[src/rtl/trace_port_arbiter.sv]
// Round-robin arbiter feeding one registered trace output, with run-time
// capture on/off control and a word budget that parks the stream in LIMIT.
module trace_port_arbiter #(
  parameter int N_REQ   = 4,
  parameter int DATA_W  = 32,
  parameter int LIMIT_W = 16,
  parameter int SRC_W   = (N_REQ > 1) ? $clog2(N_REQ) : 1
) (
  input  logic                      clk,
  input  logic                      rst_n,
  input  logic [N_REQ-1:0]          req_valid,
  input  logic [N_REQ*DATA_W-1:0]   req_data,
  output logic [N_REQ-1:0]          req_ready,
  input  logic                      dump_on,
  input  logic                      dump_off,
  input  logic                      limit_load,
  input  logic [LIMIT_W-1:0]        limit_value,
  output logic                      out_valid,
  output logic [DATA_W-1:0]         out_data,
  output logic [SRC_W-1:0]          out_src,
  input  logic                      out_ready,
  output logic [1:0]                state,
  output logic                      limit_hit,
  output logic [LIMIT_W-1:0]        emit_cnt,
  output logic [LIMIT_W-1:0]        drop_cnt
);

  localparam int CNT_W = $clog2(N_REQ + 1);

  typedef enum logic [1:0] {
    ST_OFF   = 2'd0,
    ST_ON    = 2'd1,
    ST_LIMIT = 2'd2
  } state_t;

  state_t             cur_st;
  state_t             nxt_st;
  logic [SRC_W-1:0]   ptr;
  logic [LIMIT_W-1:0] limit_q;
  logic [SRC_W-1:0]   win_idx;
  logic               win_found;
  logic               grant;
  logic               limit_reached;

  function automatic logic [CNT_W-1:0] popcount(input logic [N_REQ-1:0] v);
    logic [CNT_W-1:0] c;
    c = '0;
    for (int i = 0; i < N_REQ; i++) begin
      c = c + CNT_W'(v[i]);
    end
    return c;
  endfunction

  function automatic logic [LIMIT_W-1:0] sat_add(input logic [LIMIT_W-1:0] a,
                                                 input logic [CNT_W-1:0]   b);
    logic [LIMIT_W+CNT_W-1:0] s;
    s = (LIMIT_W+CNT_W)'(a) + (LIMIT_W+CNT_W)'(b);
    if (|s[LIMIT_W+CNT_W-1:LIMIT_W]) return '1;
    else return s[LIMIT_W-1:0];
  endfunction

  assign state = cur_st;

  // Round-robin search: first valid requester at or above the pointer, wrapping
  always_comb begin
    win_found = 1'b0;
    win_idx   = '0;
    for (int k = 0; k < N_REQ; k++) begin
      if (!win_found && req_valid[(int'(ptr) + k) % N_REQ]) begin
        win_found = 1'b1;
        win_idx   = SRC_W'((int'(ptr) + k) % N_REQ);
      end
    end
  end

  always_ff @(posedge clk or negedge rst_n) begin
    if (!rst_n) cur_st <= ST_OFF;
    else        cur_st <= nxt_st;
  end

  assign limit_reached = grant && (limit_q != '0) &&
                         ((emit_cnt + 1'b1) == limit_q);

  always_comb begin
    nxt_st = cur_st;
    if (dump_off) begin
      nxt_st = ST_OFF;
    end else if (limit_load) begin
      if (dump_on)                  nxt_st = ST_ON;
      else if (cur_st == ST_LIMIT)  nxt_st = ST_OFF;
    end else if (dump_on && (cur_st == ST_OFF)) begin
      nxt_st = ST_ON;
    end else if ((cur_st == ST_ON) && limit_reached) begin
      nxt_st = ST_LIMIT;
    end
  end

  // OFF/LIMIT swallow every offered word; ON hands one slot to the winner
  always_comb begin
    req_ready = '0;
    grant     = 1'b0;
    limit_hit = (cur_st == ST_LIMIT);
    if (cur_st == ST_ON) begin
      if ((!out_valid || out_ready) && win_found) begin
        grant              = 1'b1;
        req_ready[win_idx] = 1'b1;
      end
    end else begin
      req_ready = req_valid;
    end
    if (!rst_n) begin
      req_ready = '0;
      grant     = 1'b0;
    end
  end

  always_ff @(posedge clk or negedge rst_n) begin
    if (!rst_n) begin
      ptr      <= '0;
      limit_q  <= '0;
      emit_cnt <= '0;
      drop_cnt <= '0;
    end else begin
      if (grant) begin
        if (int'(win_idx) == N_REQ - 1) ptr <= '0;
        else                            ptr <= win_idx + 1'b1;
      end
      if (limit_load) begin
        limit_q  <= limit_value;
        emit_cnt <= '0;
      end else if (grant) begin
        emit_cnt <= emit_cnt + 1'b1;
      end
      if (cur_st != ST_ON) drop_cnt <= sat_add(drop_cnt, popcount(req_valid));
    end
  end

  // Output register stage: loads on grant, otherwise drains when the sink accepts
  always_ff @(posedge clk or negedge rst_n) begin
    if (!rst_n) begin
      out_valid <= 1'b0;
      out_data  <= '0;
      out_src   <= '0;
    end else if (grant) begin
      out_valid <= 1'b1;
      out_data  <= req_data[int'(win_idx)*DATA_W +: DATA_W];
      out_src   <= win_idx;
    end else if (out_ready) begin
      out_valid <= 1'b0;
    end
  end

endmodule
[config.mk]
export PLATFORM = sky130hd
export DESIGN_NAME = trace_port_arbiter
export DESIGN_NICKNAME = d
export VERILOG_FILES = /design/src/rtl/trace_port_arbiter.sv
export SDC_FILE = /design/constraint.sdc
export NUM_CORES = 1
export LEC_CHECK = 0
export CAP_MARGIN = 20
export CORE_ASPECT_RATIO = 1.1
export CORE_MARGIN = 5
export CORE_UTILIZATION = 44
export DETAILED_ROUTE_END_ITERATION = 8
export PLACE_DENSITY = 0.82
export SLEW_MARGIN = 5
export SYNTH_ARGS = -nofsm -noshare
export SYNTH_HDL_FRONTEND = slang
export SYNTH_SLANG_ARGS = --single-unit
[constraint.sdc]
create_clock -name clk -period 3.05 [get_ports clk]
set_input_delay 0.61 -clock clk [delete_from_list [all_inputs] [get_ports clk]]
set_output_delay 0.61 -clock clk [all_outputs]
set_load 0.02 [all_outputs]
* Word-level counts from Yosys, hierarchy flattened
Index checks and enable logic that the tools add are counted.
Widths: inputs -> output; s select.
** Word-level totals
- Bits in registers :: 87
- Word-level logic and storage cells :: 96
- Output and inout port bits :: 74
- Bits of input ports :: 154
** Cells by class
- Multiplexer cells :: 39
- Bitwise operators :: 3
- $add $sub $neg :: 9
- Equal/unequal tests :: 6
- Reduce and logical (&&, ||, !) cells :: 24
- Magnitude comparators :: 6
- Shift operators :: 1
** Operators by type and width (count)
- $shiftx 128x8->32 :: 1
- $mux 16 :: 3
- $mux 2 :: 11
- $add 16x3->17 :: 1
- $mux 1 :: 17
- $add 16x1->16 const B :: 1
- $eq 16x16->1 :: 1
- $reduce_bool 16->1 :: 1
- $lt 3x4->1 const B :: 3
- $mux 4 :: 3
- $logic_and 1x1->1 :: 9
- $bmux 1 s2 :: 4
- $lt 2x3->1 const B :: 2
- $reduce_or 2->1 :: 3
- $add 2x1->2 const B :: 2
- $add 2x2->2 const B :: 2
- $eq 2x1->1 const B :: 2
- $logic_not 1->1 :: 4
- $ne 4x3->1 const B :: 1
- $reduce_bool 2->1 :: 2
- $reduce_bool 4->1 :: 1
- $add 2x1->3 :: 1
- $add 3x1->3 :: 1
- $and 1x1->1 const A :: 3
- 9 further kinds :: 9

* Logic depth before layout (Yosys ltp)
- Word-level depth :: 25
- Depth in mapped cells :: 11
- Gate-level depth less buffers :: 11

* Least setup slack after synthesis
Ideal clock, no wire load.
- Path type :: input to register
- From :: input req_valid[0]
- To :: register drop_cnt[14]
- Path buffers :: 0
- Stages on the path :: 9
- Arrival :: 2.823 ns
- Library setup time :: 0.125 ns
- Setup slack :: 0.103 ns
- Required time :: 2.925 ns
- Path through :: fa_1 inv_1 fa_1 inv_1 fa_1 nand3_1 nor4_1 nand3_1 mux2_2
** On the way
- Word-level cells in the longest chain between the ends :: 6
** Ends and longest elaborated chain
- start: declaration :: line 11 : input logic [N_REQ-1:0] req_valid,
- $add 1x1->2 * :: line 49 : c = c + CNT_W'(v[i]);
- $add 2x1->3 * :: line 49
- $add 3x1->3 * :: line 49
- $add 16x3->17 * :: line 57 : s = (LIMIT_W+CNT_W)'(a) + (LIMIT_W+CNT_W)'(b);
- $reduce_or 3->1 :: line 58 : if (|s[LIMIT_W+CNT_W-1:LIMIT_W]) return '1;
- $mux 16 * :: line 58
- end signal: assignment :: line 134 : if (cur_st != ST_ON) drop_cnt <= sat_add(drop_cnt, popcount(req_valid));
- end: declaration :: line 25 : output logic [LIMIT_W-1:0] drop_cnt
Every way passes the cells marked *; elsewhere a longest branch is shown, timed or not.
A chain may end at the register's enable or synchronous reset.

* Worst setup path after layout
- From :: input req_valid[0]
- To :: output req_ready[1]
** On the way
- Word-level cells in the longest chain between the ends :: 19
- Elaborated cells between the ends (all ways) :: 34
- Those cells by class :: order compare (2); mux (24); reduce/logical (8)
** Ends and longest elaborated chain
- $bmux 1 s2 :: line 69 : if (!win_found && req_valid[(int'(ptr) + k) % N_REQ]) begin
- $mux 1 (not written as such) :: line 69
- $mux 1 :: line 69
- $logic_not 1->1 :: line 69
- $logic_and 1x1->1 :: line 69
- $mux 1 :: line 69
- $logic_not 1->1 :: line 69
- $logic_and 1x1->1 :: line 69
- [3 not listed]
- $mux 2 :: line 69
- $lt 2x3->1 (not written as such) or $ge 2x1->1 (tied branches) :: line 106 : req_ready[win_idx] = 1'b1;
- $logic_and 1x1->1 (not written as such) :: line 106
- $mux 1 (not written as such) :: line 106
- $demux 1 s2 :: line 106
- $mux 4 * :: line 104 : if ((!out_valid || out_ready) && win_found) begin
- $mux 4 * :: line 103 : if (cur_st == ST_ON) begin
- $mux 4 * :: line 111 : if (!rst_n) begin
- end: declaration :: line 13 : output logic [N_REQ-1:0] req_ready,
Every way passes the cells marked *; elsewhere a longest branch is shown, timed or not. The select of a mux whose other input is x is not followed.

==> flow_metrics.py <==
metrics = {
    "global_routing": {
        "grt_antenna_before_repair": 2,
        "grt_pass1_vias": 4955,
        "global_route.usage.total_pct": 22.66,
        "largest_net_degree_at_the_start_of_global_routing": 72,
        "global_route.overflow_total": 0,
        "grt_pass1_wl_um": 26200,
    },
    "cts": {
        "clock_tree.htree_level_count": 3,
        "worstSkewPairLatency_ns": 0.33,
        "cts.reportedPaths.clkPinSlew_ns": 0.07,
        "cts_tree": "built",
        "cts_buffers": 9,
        "clock_sinks": 87,
        "clk_root_buffer_cell": "clkbuf_16",
        "cts_max_path_buffers": 2,
        "post_cts.repair.setup_buffers": 0,
        "cts_hold_repair.buffers": 0,
    },
    "pwr": {
        "cellPowerDensity_nw_per_um2": 643.2,
        "power.share.clock_pct": 20.9,
        "pwr-share-comb_pct": 47.3,
        "sw_frac_of_total_pct": 35.67,
        "net-switching-power_mw": 1.883,
        "total_leakage_power_nw": 3.587,
        "cell_internal_pwr_mw": 3.395,
        "sequentialPowerShare_pct": 31.7,
        "vdd_drop_max_mv": 0.4259,
    },
    "die": {
        "starting_density_pct": 44.89,
        "fp.coreArea_um2": 12030,
        "die-height_um": 126.2,
        "rows": 42,
        "boundaryPins": 228,
        "floorplan.die_area_um2": 14600,
        "fp.dieW_um": 115.7,
    },
    "routing": {
        "drt_iter0_markers": 193,
        "route.detailed.drc": 0,
        "vias_per_cell": 5.263,
        "num_vias": 4863,
        "wire_per_inst_um": 18.33,
        "drt_pre_antenna_iters": 4,
        "ant_nets": 0,
        "routed_wl_um": 16930,
    },
    "synth": {
        "synth_enable_flop_cells": 0,
        "post_synth_inst_count": 532,
        "synth-main-ff-cell": "dfrtp_1",
        "async_set_or_reset_register_ratio_after_synthesis_pct": 100.0,
        "ys_top_cells_by_area": "dfrtp_1 40%, mux2i_1 12%, mux2_2 10%",
        "synth-xor-area-share_pct": 7.573,
        "synth_top_family_by_area": "multiplexers",
        "syn_area_um2": 5403,
        "synth_top_area_share_pct": 40.30,
        "synth_area_in_compound_gates_pct": 8.337,
        "yosysUniqueCellTypes": 57,
        "yosys-top-cells-count": "87 x dfrtp_1, 68 x nand2_1, 66 x mux2i_1, 50 x mux2_2, 31 x o21ai_0",
        "ys_seq_elements": 87,
        "muxShareOfSynthArea_pct": 22.65,
        "synth.yosys.seq_area_share_pct": 40.30,
        "syn_area_cell_um2": 10.16,
        "mappedNetlistNets": 695,
        "post_synth_fa_ha_maj_area_fraction_pct": 2.501,
        "cell_type_contributing_the_most_total_cell_area_after_synthesis": "dfrtp_1",
        "synth_warnings": 0,
        "yosysMostFrequentCell": "dfrtp_1",
        "synth-simple-area-share_pct": 14.40,
    },
    "timing": {
        "timing.max_slew.rel_slack_pct": 30.25,
        "fin_skew_ns": 0.008118,
        "number_of_max_slew_violations_in_the_final_report": 0,
        "setup-violations-final": 0,
        "worst_slew_pin_slew_ns": 1.046,
        "fin_worst_hold_slack_ns": 0.09896,
        "post-route-period-util_pct": 97.02,
        "achievable-frequency_ghz": 0.3379,
        "min_period_ns": 2.959,
        "timing_hold_violations_final": 0,
        "rsz0062_at_grt": "false",
    },
    "setup_path": {
        "critPathMaxStageDelay_ns": 0.32,
        "timing.rr.start": "emit_cnt[0]$_DFFE_PN0P_",
        "cp-startpoint": "req_valid[0]",
        "endpoint_kind": "output pin",
        "cpMaxStageDelayCell": "dlygate4sd2_1",
        "worstPathCellList": "dlygate4sd2_1 > nand2b_1 > a21boi_2 > o22ai_2 > a21oi_4 > buf_4 > ha_1 > a32o_1 > dlygate4sd2_1",
        "worst-endpoint-required_ns": 2.44,
        "critical-path-top-cell-by-count": "dlygate4sd2_1",
        "worst-setup-path-type": "primary input to output pin",
        "critPathArrivalTime_ns": 2.35,
        "crit_path_max_fanout": 4,
        "setup.worst_path.start_class": "primary input",
    },
    "layout": {
        "fill_cells": 930,
        "post-route-cell-area_um2": 8205,
        "drive_gt1_share_pct": 13.28,
        "design.final.nets": 926,
        "area_growth_syn_to_layout_pct": 51.88,
    },
    "placed_design": {
        "buffer_ports.inserted": 227,
        "gpl.final_weighted_congestion": 0.9077,
        "post_dp_cell_area_um2": 7878,
        "place_hpwl_um": 13180,
    },
    "hold_path": {
        "worst_min_delay_path_category": "primary input to async pin",
    },
    "run": {
        "drv_cap": 0,
    },
    "status": {
        "status": "finished clean",
    },
}
## flip-flops by register name (all words and copies together), names as in the netlist
signal     count
out_data      32
out_src        2
drop_cnt      16
limit_q       16
state          2
ptr            2
out_valid      1
emit_cnt      16
## layout make-up
class / instances / area, um2 / share of cell area [%]
sequential: 87 / 2177 / 26.53
tap: 154 / 192.7 / 2.348
clock inverter: 6 / 70.07 / 0.8539
multi-input combinational: 402 / 3044 / 37.10
clock buffer: 10 / 229.0 / 2.790
inverter: 15 / 56.30 / 0.6862
antenna: 2 / 5.005 / 0.06099
timing repair buffer: 248 / 2431 / 29.63
## cells in the final DEF (no fill, tap or decap), types with 9 or more instances in the layout
| cell | n |
|---|---|
| clkdlybuf4s50_1 | 218 |
| dfrtp_1 | 87 |
| nand2_1 | 68 |
| mux2i_1 | 66 |
| mux2_2 | 50 |
| o21ai_0 | 31 |
| xnor2_1 | 28 |
| nor2_1 | 28 |
| buf_4 | 21 |
| xor2_1 | 16 |
| inv_1 | 15 |
| nand3_1 | 15 |
| nand4_1 | 9 |
| nor4_1 | 9 |
| clkbuf_16 | 9 |
## cells by family (layout without fill, tap and decap cells)
logic type / Yosys count / after routing
xor gates and xnor gates: 45 / 45
AOI/OAI and AO/OA: 71 / 71
adders and majority gates: 9 / 9
muxes: 116 / 116
buffers and inverters: 43 / 279
and+or+nand+nor: 161 / 161
DFF: 87 / 87
other: 0 / 2
## power by group through the flow
stage	Combinational [mW]	Sequential, mW	Clock (mW)
global placement	2.45	1.67	0
global route	2.69	1.71	1.18
CTS	2.52	1.67	1.13
detailed placement	2.51	1.69	0
finish	2.50	1.67	1.10
floorplan	1.14	1.97	0
## per-layer routing
layer | up-vias | wire, um | global-route usage [%]
met1 | 2309 | 6776 | 27.54
met2 | 177 | 8539 | 39.34
met3 | 20 | 1390 | 6.574
met5 | - | 11 | 0
li1 | 2355 | - | -
met4 | 2 | 216 | 5.597
## what timing repair did
action                                  CTS  global route
resized for setup                        13             4
endpoints found under the setup margin   12            13
pin swaps                                 0             1
## critical path, delay by kind of cell
kind                       cells  cell delay [ns]
AOI/OAI and AO/OA              4             0.66
adders and majority gates      1             0.19
buffers and inverters          3             0.79
and+or+nand+nor                1             0.11
## final timing paths
check	end	slack (ns)	cells after the start
max in group asynchronous	limit_q[9]$_DFFE_PN0P_	1.60	3
setup reg to reg	state[0]$_DFFE_PN0P_	0.27	7
hold / removal	out_valid$_DFFE_PN0P_	0.1	1
hold reg to reg	out_data[27]$_DFFE_PN0P_	0.48	2
setup / recovery	req_ready[1]	0.09	9
min in group clk	out_data[27]$_DFFE_PN0P_	0.48	2
## metrics by stage
stage | setup TNS [ns] | total power, mW | instances | worst slack, ns | utilization, %
after global routing | 0 | 5.576 | 923 | 0.008789 | 68.16
after floorplan | 0 | 3.116 | 532 | 0.1028 | -
after global placement | -8.249 | 4.125 | 906 | -0.3348 | 65.46
after CTS | 0 | 5.324 | 922 | 0.07799 | 68.01
final | 0 | 5.278 | 924 | 0.09080 | 68.18
after detailed placement | -14.56 | 4.198 | 906 | -0.4512 | 65.46
No activity file was read; power rests on OpenSTA's default activity.
